**config.mk**
```make
export PLATFORM = sky130hd
export DESIGN_NAME = seleccion_corriente_param
export DESIGN_NICKNAME = d
export VERILOG_FILES = /design/src/rtl/seleccion_pkg.sv /design/src/rtl/antirrebote.sv /design/src/rtl/seleccion_corriente_param.sv
export SDC_FILE = /design/constraint.sdc
export NUM_CORES = 1
export LEC_CHECK = 0
export CAP_MARGIN = 20
export CORE_MARGIN = 3
export CORE_UTILIZATION = 45
export DETAILED_ROUTE_END_ITERATION = 7
export GPL_TIMING_DRIVEN = 0
export PLACE_DENSITY = 0.7
export SLEW_MARGIN = 30
export SYNTH_ARGS = -nofsm -noshare
export SYNTH_HDL_FRONTEND = slang
export SYNTH_SLANG_ARGS = --single-unit
```
**constraint.sdc**
```tcl
create_clock -name clk -period 2.8 [get_ports clk]
set_clock_uncertainty 0.2 [all_clocks]
set_input_delay 0.28 -clock clk [delete_from_list [all_inputs] [get_ports clk]]
set_output_delay 0.28 -clock clk [all_outputs]
set_load 0.005 [all_outputs]
```
**src/rtl/seleccion_pkg.sv**
```systemverilog
// Shared types and helpers for the current-setpoint selector.
// BCD converter state encoding and counter-width sizing.
package seleccion_pkg;

  typedef enum logic [1:0] {
    BCD_IDLE,
    BCD_LOAD,
    BCD_SHIFT,
    BCD_DONE
  } bcd_st_e;

  // Bits needed to count 0 .. n-1 (at least one bit).
  function automatic int cnt_w(input int n);
    return (n < 2) ? 1 : $clog2(n);
  endfunction

  // Largest value representable in n BCD digits.
  function automatic logic [63:0] max_dec(input int n);
    logic [63:0] r;
    r = 64'd1;
    for (int k = 0; k < n; k++) r = r * 64'd10;
    return r - 64'd1;
  endfunction

endpackage

```
**src/rtl/antirrebote.sv**
```systemverilog
// Debouncer: 2-flop synchroniser plus stable-sample counter.
// Ports: clk, rst (sync, active-low), btn_i raw, deb_o debounced.
module antirrebote
  import seleccion_pkg::*;
#(
  parameter int DEB_CYCLES = 1000000
) (
  input  logic clk,
  input  logic rst,
  input  logic btn_i,
  output logic deb_o
);

  localparam int CW = cnt_w(DEB_CYCLES);
  localparam logic [CW-1:0] LAST = CW'(DEB_CYCLES - 1);

  logic          s1_q;
  logic          s2_q;
  logic          deb_q;
  logic [CW-1:0] cnt_q;

  // Counter runs only while the synchronised level disagrees with
  // the accepted one; any agreeing sample restarts the window.
  always_ff @(posedge clk) begin
    if (!rst) begin
      s1_q  <= 1'b0;
      s2_q  <= 1'b0;
      deb_q <= 1'b0;
      cnt_q <= '0;
    end else begin
      s1_q <= btn_i;
      s2_q <= s1_q;
      if (s2_q == deb_q) begin
        cnt_q <= '0;
      end else if (cnt_q == LAST) begin
        deb_q <= s2_q;
        cnt_q <= '0;
      end else begin
        cnt_q <= cnt_q + 1'b1;
      end
    end
  end

  assign deb_o = deb_q;

endmodule

```
**src/rtl/seleccion_corriente_param.sv**
```systemverilog
// Current setpoint selector: debounced up/down buttons with repeat,
// bounded setpoint I and sequential BCD conversion to I_deco/listo.
module seleccion_corriente_param
  import seleccion_pkg::*;
#(
  parameter int WIDTH      = 7,
  parameter int I_MIN      = 0,
  parameter int I_MAX      = 100,
  parameter int I_INIT     = 0,
  parameter int STEP       = 1,
  parameter int DEB_CYCLES = 1000000,
  parameter int REP_DELAY  = 50000000,
  parameter int REP_RATE   = 10000000,
  parameter int N_DIG      = 3
) (
  input  logic               clk,
  input  logic               rst,
  input  logic [1:0]         botones,
  input  logic               ENi,
  output logic [WIDTH-1:0]   I,
  output logic [4*N_DIG-1:0] I_deco,
  output logic               listo
);

  localparam int RMAX = (REP_DELAY > REP_RATE) ? REP_DELAY : REP_RATE;
  localparam int RCW  = cnt_w(RMAX);
  localparam logic [RCW-1:0] DLY_LAST  = RCW'(REP_DELAY - 1);
  localparam logic [RCW-1:0] RATE_LAST = RCW'(REP_RATE - 1);

  localparam logic [WIDTH:0]   STEP_W = (WIDTH+1)'(STEP);
  localparam logic [WIDTH:0]   MIN_W  = (WIDTH+1)'(I_MIN);
  localparam logic [WIDTH:0]   MAX_W  = (WIDTH+1)'(I_MAX);
  localparam logic [WIDTH-1:0] MIN_V  = WIDTH'(I_MIN);
  localparam logic [WIDTH-1:0] MAX_V  = WIDTH'(I_MAX);
  localparam logic [WIDTH-1:0] INIT_V = WIDTH'(I_INIT);

  localparam int BW  = 4 * N_DIG;
  localparam int SW  = BW + WIDTH;
  localparam int SHW = cnt_w(WIDTH);
  localparam logic [SHW-1:0] SH_LAST = SHW'(WIDTH - 1);
  localparam logic [63:0]    DEC_MAX = max_dec(N_DIG);
  localparam logic [BW-1:0]  ALL9    = {N_DIG{4'h9}};

  // ---------------- buttons ----------------
  logic [1:0] deb;

  antirrebote #(.DEB_CYCLES(DEB_CYCLES)) u_deb_dec (
    .clk   (clk),
    .rst   (rst),
    .btn_i (botones[0]),
    .deb_o (deb[0])
  );

  antirrebote #(.DEB_CYCLES(DEB_CYCLES)) u_deb_inc (
    .clk   (clk),
    .rst   (rst),
    .btn_i (botones[1]),
    .deb_o (deb[1])
  );

  logic [1:0]          prev_q;
  logic [1:0]          inh_q, inh_d;
  logic [1:0]          rate_q, rate_d;
  logic [1:0][RCW-1:0] rcnt_q, rcnt_d;
  logic [1:0]          rise, hold, fire, ok, ev;
  logic                both;

  // inh marks a button that took part in a both-pressed conflict;
  // it stays silent until released and pressed again.
  always_comb begin
    both   = &deb;
    rise   = '0;
    hold   = '0;
    fire   = '0;
    ok     = '0;
    ev     = '0;
    inh_d  = '0;
    rcnt_d = rcnt_q;
    rate_d = rate_q;
    for (int b = 0; b < 2; b++) begin
      rise[b]  = deb[b] & ~prev_q[b];
      hold[b]  = deb[b] & prev_q[b];
      fire[b]  = hold[b] &&
                 (rcnt_q[b] == (rate_q[b] ? RATE_LAST : DLY_LAST));
      inh_d[b] = deb[b] & (inh_q[b] | both);
      ok[b]    = ENi & ~both & ~inh_q[b];
      ev[b]    = ok[b] & (rise[b] | fire[b]);
      if (!ok[b] || !deb[b] || rise[b]) begin
        rcnt_d[b] = '0;
        rate_d[b] = 1'b0;
      end else if (fire[b]) begin
        rcnt_d[b] = '0;
        rate_d[b] = 1'b1;
      end else begin
        rcnt_d[b] = rcnt_q[b] + 1'b1;
      end
    end
  end

  // ---------------- setpoint ----------------
  logic [WIDTH-1:0] i_q, i_d;
  logic [WIDTH:0]   i_w, up_w, dn_w;

  always_comb begin
    i_w  = {1'b0, i_q};
    up_w = i_w + STEP_W;
    dn_w = i_w - STEP_W;
    i_d  = i_q;
    if (ev[1]) begin
      i_d = (up_w > MAX_W) ? MAX_V : up_w[WIDTH-1:0];
    end else if (ev[0]) begin
      i_d = (i_w < MIN_W + STEP_W) ? MIN_V : dn_w[WIDTH-1:0];
    end
  end

  always_ff @(posedge clk) begin
    if (!rst) begin
      prev_q <= '0;
      inh_q  <= '0;
      rate_q <= '0;
      rcnt_q <= '0;
      i_q    <= INIT_V;
    end else begin
      prev_q <= deb;
      inh_q  <= inh_d;
      rate_q <= rate_d;
      rcnt_q <= rcnt_d;
      i_q    <= i_d;
    end
  end

  // ---------------- BCD conversion ----------------
  bcd_st_e         st_q;
  logic [WIDTH:0]  last_q;
  logic [SW-1:0]   sr_q, sr_adj;
  logic [SHW-1:0]  sh_q;
  logic            sat_q;
  logic [BW-1:0]   deco_q;
  logic            listo_q;
  logic            over;

  // last_q MSB is set at reset so it can never match {0, I}; this
  // forces one conversion right after reset.
  assign over = {{(64-WIDTH){1'b0}}, last_q[WIDTH-1:0]} > DEC_MAX;

  always_comb begin
    sr_adj = sr_q;
    for (int d = 0; d < N_DIG; d++) begin
      if (sr_q[WIDTH+4*d +: 4] >= 4'd5)
        sr_adj[WIDTH+4*d +: 4] = sr_q[WIDTH+4*d +: 4] + 4'd3;
    end
  end

  always_ff @(posedge clk) begin
    if (!rst) begin
      st_q    <= BCD_IDLE;
      last_q  <= {1'b1, {WIDTH{1'b0}}};
      sr_q    <= '0;
      sh_q    <= '0;
      sat_q   <= 1'b0;
      deco_q  <= '0;
      listo_q <= 1'b0;
    end else begin
      listo_q <= 1'b0;
      unique case (st_q)
        BCD_IDLE: begin
          if ({1'b0, i_q} != last_q) begin
            last_q <= {1'b0, i_q};
            st_q   <= BCD_LOAD;
          end
        end
        BCD_LOAD: begin
          sr_q  <= {{BW{1'b0}}, last_q[WIDTH-1:0]};
          sat_q <= over;
          sh_q  <= '0;
          st_q  <= BCD_SHIFT;
        end
        BCD_SHIFT: begin
          sr_q <= sr_adj << 1;
          sh_q <= sh_q + 1'b1;
          if (sh_q == SH_LAST) st_q <= BCD_DONE;
        end
        BCD_DONE: begin
          deco_q  <= sat_q ? ALL9 : sr_q[SW-1 -: BW];
          listo_q <= 1'b1;
          st_q    <= BCD_IDLE;
        end
      endcase
    end
  end

  assign I      = i_q;
  assign I_deco = deco_q;
  assign listo  = listo_q;

endmodule
```
# Word-level counts from Yosys, hierarchy flattened

Cells that the tools add are included.

Add/sub/neg operators: 10
Bitwise gates (word level): 23
Magnitude comparators: 5
Mux-type cells: 15
Reductions and logical operators: 24
Shift-type cells: 0
Equality and inequality tests: 13
Divide/modulo/power cells: 0
Multiply operators: 0

Operator list:

| operator                | number |
|---|---|
| $add A26 B1 Y26 const B | 2 |
| $eq A26 B26 Y1          | 2 |
| $mux W26                | 2 |
| $add A20 B1 Y20 const B | 2 |
| $eq A20 B20 Y1 const B  | 2 |
| $pmux W19 S2            | 1 |
| $mux W7                 | 4 |
| $ge A4 B3 Y1 const B    | 3 |
| $reduce_or A3 Y1        | 4 |
| $and A1 B1 Y1           | 11 |
| $reduce_and A2 Y1       | 5 |
| $add A4 B2 Y4 const B   | 2 |
| $add A7 B1 Y8 const B   | 1 |
| $gt A8 B7 Y1 const B    | 1 |
| $mux W4                 | 2 |
| $ne A7 B8 Y1            | 1 |
| $not A1 Y1              | 8 |
| $pmux W2 S4             | 1 |
| $lt A7 B1 Y1 const B    | 1 |
| $sub A7 B1 Y7 const B   | 1 |
| $pmux W3 S2             | 1 |
| $eq A2 B2 Y1 const B    | 2 |
| $logic_not A1 Y1        | 4 |
| $logic_or A1 B1 Y1      | 4 |
| other kinds (14)        | 23 |

Memory bits (writable): 0
Logic and storage cells: 111
Input port bits: 5
Flip-flop bits (word level): 156
Memories kept: 0
Memory bits (read-only): 0
Bits in latches: 0

# Depth between registers and ports, before layout

Depth after elaboration: 8
Depth in mapped cells: 8
Depth with buffers taken out: 8

# By module

From an unflattened synthesis, not the netlist that was laid out.

Cells, all modules: 832
Area total of the unflattened synthesis: 7345.8 um^2

By module, submodules not included:

| module                    | area an instance (um^2) | times used | cells each | seq. area each (um^2) |
|---|---|---|---|---|
| seleccion_corriente_param | 5368.9                  | 1          | 608        | 2202.1 |
| antirrebote               | 988.4                   | 2          | 112        | 460.4 |

# Worst setup path before layout

OpenSTA, ideal clock, no wires.

Path type: reg-to-reg
Start: register rcnt_q[9] (netlist bit)
End: register i_q[6] (netlist: I[6])
Clock period less this slack: 2.522 ns
Path buffers: 0
Slack: 0.278 ns
Stages on the path, launching flop included: 7
Arrival: 2.248 ns
Path through: dfxtp_1 -> nand4bb_1 -> or4_4 -> a2111oi_4 -> o21ai_4 -> or4b_1 -> a31oi_1

Longest elaborated chain between the ends: 5

RTL lines:

| what                         | line                             | RTL |
|---|---|---|
| start: declaration           | seleccion_corriente_param.sv:64  | `logic [1:0][RCW-1:0] rcnt_q, rcnt_d;` |
| start signal: assignment     | seleccion_corriente_param.sv:127 | `rcnt_q <= rcnt_d;` |
| $eq A26 B26 Y1               | seleccion_corriente_param.sv:84  | `(rcnt_q[b] == (rate_q[b] ? RATE_LAST : DLY_LAST));` |
| $logic_and A1 B1 Y1          | seleccion_corriente_param.sv:83  | `fire[b] = hold[b] &&` |
| $or A1 B1 Y1                 | seleccion_corriente_param.sv:87  | `ev[b] = ok[b] & (rise[b] \| fire[b]);` |
| $and A1 B1 Y1                | seleccion_corriente_param.sv:87  |  |
| $reduce_bool A2 Y1 (no line) | -                                |  |
| end signal: assignment       | seleccion_corriente_param.sv:128 | `i_q <= i_d;` |
| end: declaration             | seleccion_corriente_param.sv:101 | `logic [WIDTH-1:0] i_q, i_d;` |

Every way passes these cells.
A chain may end at the register's enable or synchronous reset.

# Worst setup path after layout

Same ends and word-level chain as after synthesis.

==> results.ini <==
[outcome]
status=finished, final reports clean

[global_routing]
grt_max_degree=17
grt_pass1_wl_um=24500
grt_use_total=0.1660
grt_pass1_vias=5275
antenna_found_initial=0
grt-ovfl-total=0

[run]
drv_cap=0

[worst_setup_path]
worstSetupStartpoint=rcnt_q[9]
worst_setup_path_start_kind=flop
r2r_start=rcnt_q[9]
end_kind=flop
r2r_end=I[6]
reg2reg_depth=6
reg2reg_slack_ns=0.13
crit_fanout=10
worst_ep_required_time_ns=2.94
cp.arrival_ns=2.81
crit_type=flop to flop

[drt]
dr.pass1.iters=4
via_per_inst=5.134
drtIter0Drc=411
routedWlPerCell_um=12.97
drc_errors=0
vias=5555
wirelength_um=14030
ant_nets=0

[synthesis]
yosys_warnings=0
synth_area_um2=7111
synth_top_flop_cell=dfxtp_1
ys_ff_latch=156
synth_seq_area_share=0.4392
synth_edf_count=0
async_flop_share=0
netlist_instances=816
yosysUniqueCellTypes=66
synth.avg_cell_area_um2=8.714
synth_nets=838

[power]
power.density_nw_per_um2=642.9
leakagePower_nw=2.788
ir_drop_v=0.0004192

[final_layout]
synthToLayoutAreaGrowth_pct=16.15
insertedDiodeCount=0
final_cell_mix=nor2_1, dfxtp_1, xor2_1
fillers=1464
seq_area_um2=3123
layout.nets=880
final_common_cell=nor2_1
multi_input_comb_area_um2=3771
drive_above_1_share=0.06200
finish.utilization=0.5393
final_area_um2=8259

[hold_path]
hp-start=botones[1]
worstHoldEndpoint=u_deb_inc.s1_q
min_path_cells=2
min_path_type=input pin to flop

[die]
io_pins=25
row_count=45
start_util=0.4643
die_h_um=131.7
dieArea_um2=17350
die_x_um=131.7
core_area_um2=15310

[clocking]
cts_root_buffer=clkbuf_16
cts.sinks=156
numCtsBuffers=17
clk_pin_slew_ns=0.06
cts_max_path_buffers=2
post-cts-setup-buffer-count=0
cts_tree=built
clk_latency_ns=0.43
htreeDepth=4

[timing]
setup_tns_ns=0
final_max_slew_viol_count=0
setup_viol=0
worst_slack_ns=0.1328
tightest_slew_ns=1.038
relSlewSlack=0.3017
final.min_clock_period_ns=2.667
fmax_ghz=0.3749
grt_setup_unrepaired=yes
fin_crit_sh=0.9526
finalHoldViolations=0

[place]
post-place-ws_ns=0.01921
io_buffers=24
dp_hpwl_um=9716
placedInstanceArea_um2=7615
place.gp.congestion=0.8534

==> cell type report <==
cell class	instances	area share
Timing Repair Buffer	24	0.02909
Multi-Input combinational cell	600	0.4566
Clock inverter	13	0.02257
Buffer	31	0.01530
Sequential cell	156	0.3781
Clock buffer	19	0.05363
Inverter	28	0.01273
Tap cell	211	0.03196
==> synth_stat cells (3+ instances only) <==
cell      instances  area share
inv_1            27       0.014
a32oi_1           4      0.0049
nand3_1          44       0.031
ha_1             17       0.030
mux2i_1          28       0.039
and3_1           16       0.014
dfxtp_1         156        0.44
o21ai_0          13      0.0091
a31oi_1           3      0.0026
nand2b_1          7      0.0062
nor2_1          157       0.083
o31ai_1           4      0.0042
or3_1             8      0.0070
nor4b_1           5      0.0062
and4_1            4      0.0049
clkbuf_1         29       0.015
xor2_1           58       0.071
o21a_1            3      0.0032
xnor2_1          38       0.047
nand2_1          52       0.027
nand4_1          18       0.016
a211oi_1          8      0.0084
nor4_1            8      0.0070
nor3b_1           4      0.0042
o22ai_1           4      0.0035
nor3_1           18       0.013
and2_1           14       0.012
a21oi_1          23       0.016
==> cells by family after synthesis <==
group           synth area share
buf+inv                  0.03220
simple gates              0.2515
xor+xnor                  0.1182
fa+ha+maj                0.02991
compound gates           0.08799
flops                     0.4392
mux                      0.04100
==> through the flow <==
step	std cells	total power, mW	hold slack, ns
final	1082	5.310	0.2360
after global routing	1082	5.517	0.2420
after CTS	1083	5.361	0.2238
after detailed placement	1051	2.915	0.2273
after global placement	1051	2.904	0.2225
after floorplan	816	2.775	0.2017
==> sequential cells by signal, summed over array words and instances, names as in the netlist <==
signal / cells
sr_q: 19
sh_q: 3
u_deb_dec.deb_o: 1
rate_q: 2
u_deb_dec.cnt_q: 20
I_deco: 12
st_q: 2
listo: 1
last_q: 8
u_deb_inc.s1_q: 1
prev_q: 2
u_deb_dec.s2_q: 1
u_deb_inc.cnt_q: 20
u_deb_inc.deb_o: 1
inh_q: 2
I: 7
rcnt_q: 52
u_deb_dec.s1_q: 1
u_deb_inc.s2_q: 1
==> worst max path at each step <==
| stage | end | slack [ns] | depth (start not counted) |
|---|---|---|---|
| 5_1_grt | I[5] | -0.05 | 6 |
| 4_1_cts | rcnt_q[5] | 0.01 | 7 |
| 6_report | I[6] | 0.13 | 6 |
| 3_3_place_gp | rcnt_q[20] | 0.02 | 7 |
| 3_5_place_dp | rcnt_q[15] | 0.02 | 7 |
| 2_1_floorplan | I[6] | 0.28 | 6 |
==> where the power goes <==
part	total (mW)	internal (mW)	switching, mW	leakage [nW]
clock network	2.44	1.52	0.917	0.308
logic	0.571	0.205	0.366	1.22
registers	2.30	2.27	0.0298	1.26
==> worst max-delay path, cell delays in order, from the launching register on <==
cell and delay (ns):
dfxtp_1 0.38, nand4bb_1 0.20, or4_4 0.51, a2111oi_4 0.47
o21ai_4 0.15, or4b_1 0.51, a31oi_1 0.17
==> timing repair <==
item                                    CTS  global route
pin swaps                                 0             1
hold buffers                              0             0
endpoints found under the setup margin    1            42
resized for setup                         1            11
cloned                                    0             0
==> metal layers <==
| layer | vias to the layer above | wire, um | track usage |
|---|---|---|---|
| met5 | - | 0 | 0 |
| met4 | 0 | 182 | 0.04959 |
| met3 | 12 | 317 | 0.03752 |
| met2 | 56 | 6702 | 0.2765 |
| met1 | 2597 | 6826 | 0.2163 |
| li1 | 2890 | - | - |
No activity file was read; power rests on OpenSTA's default activity.
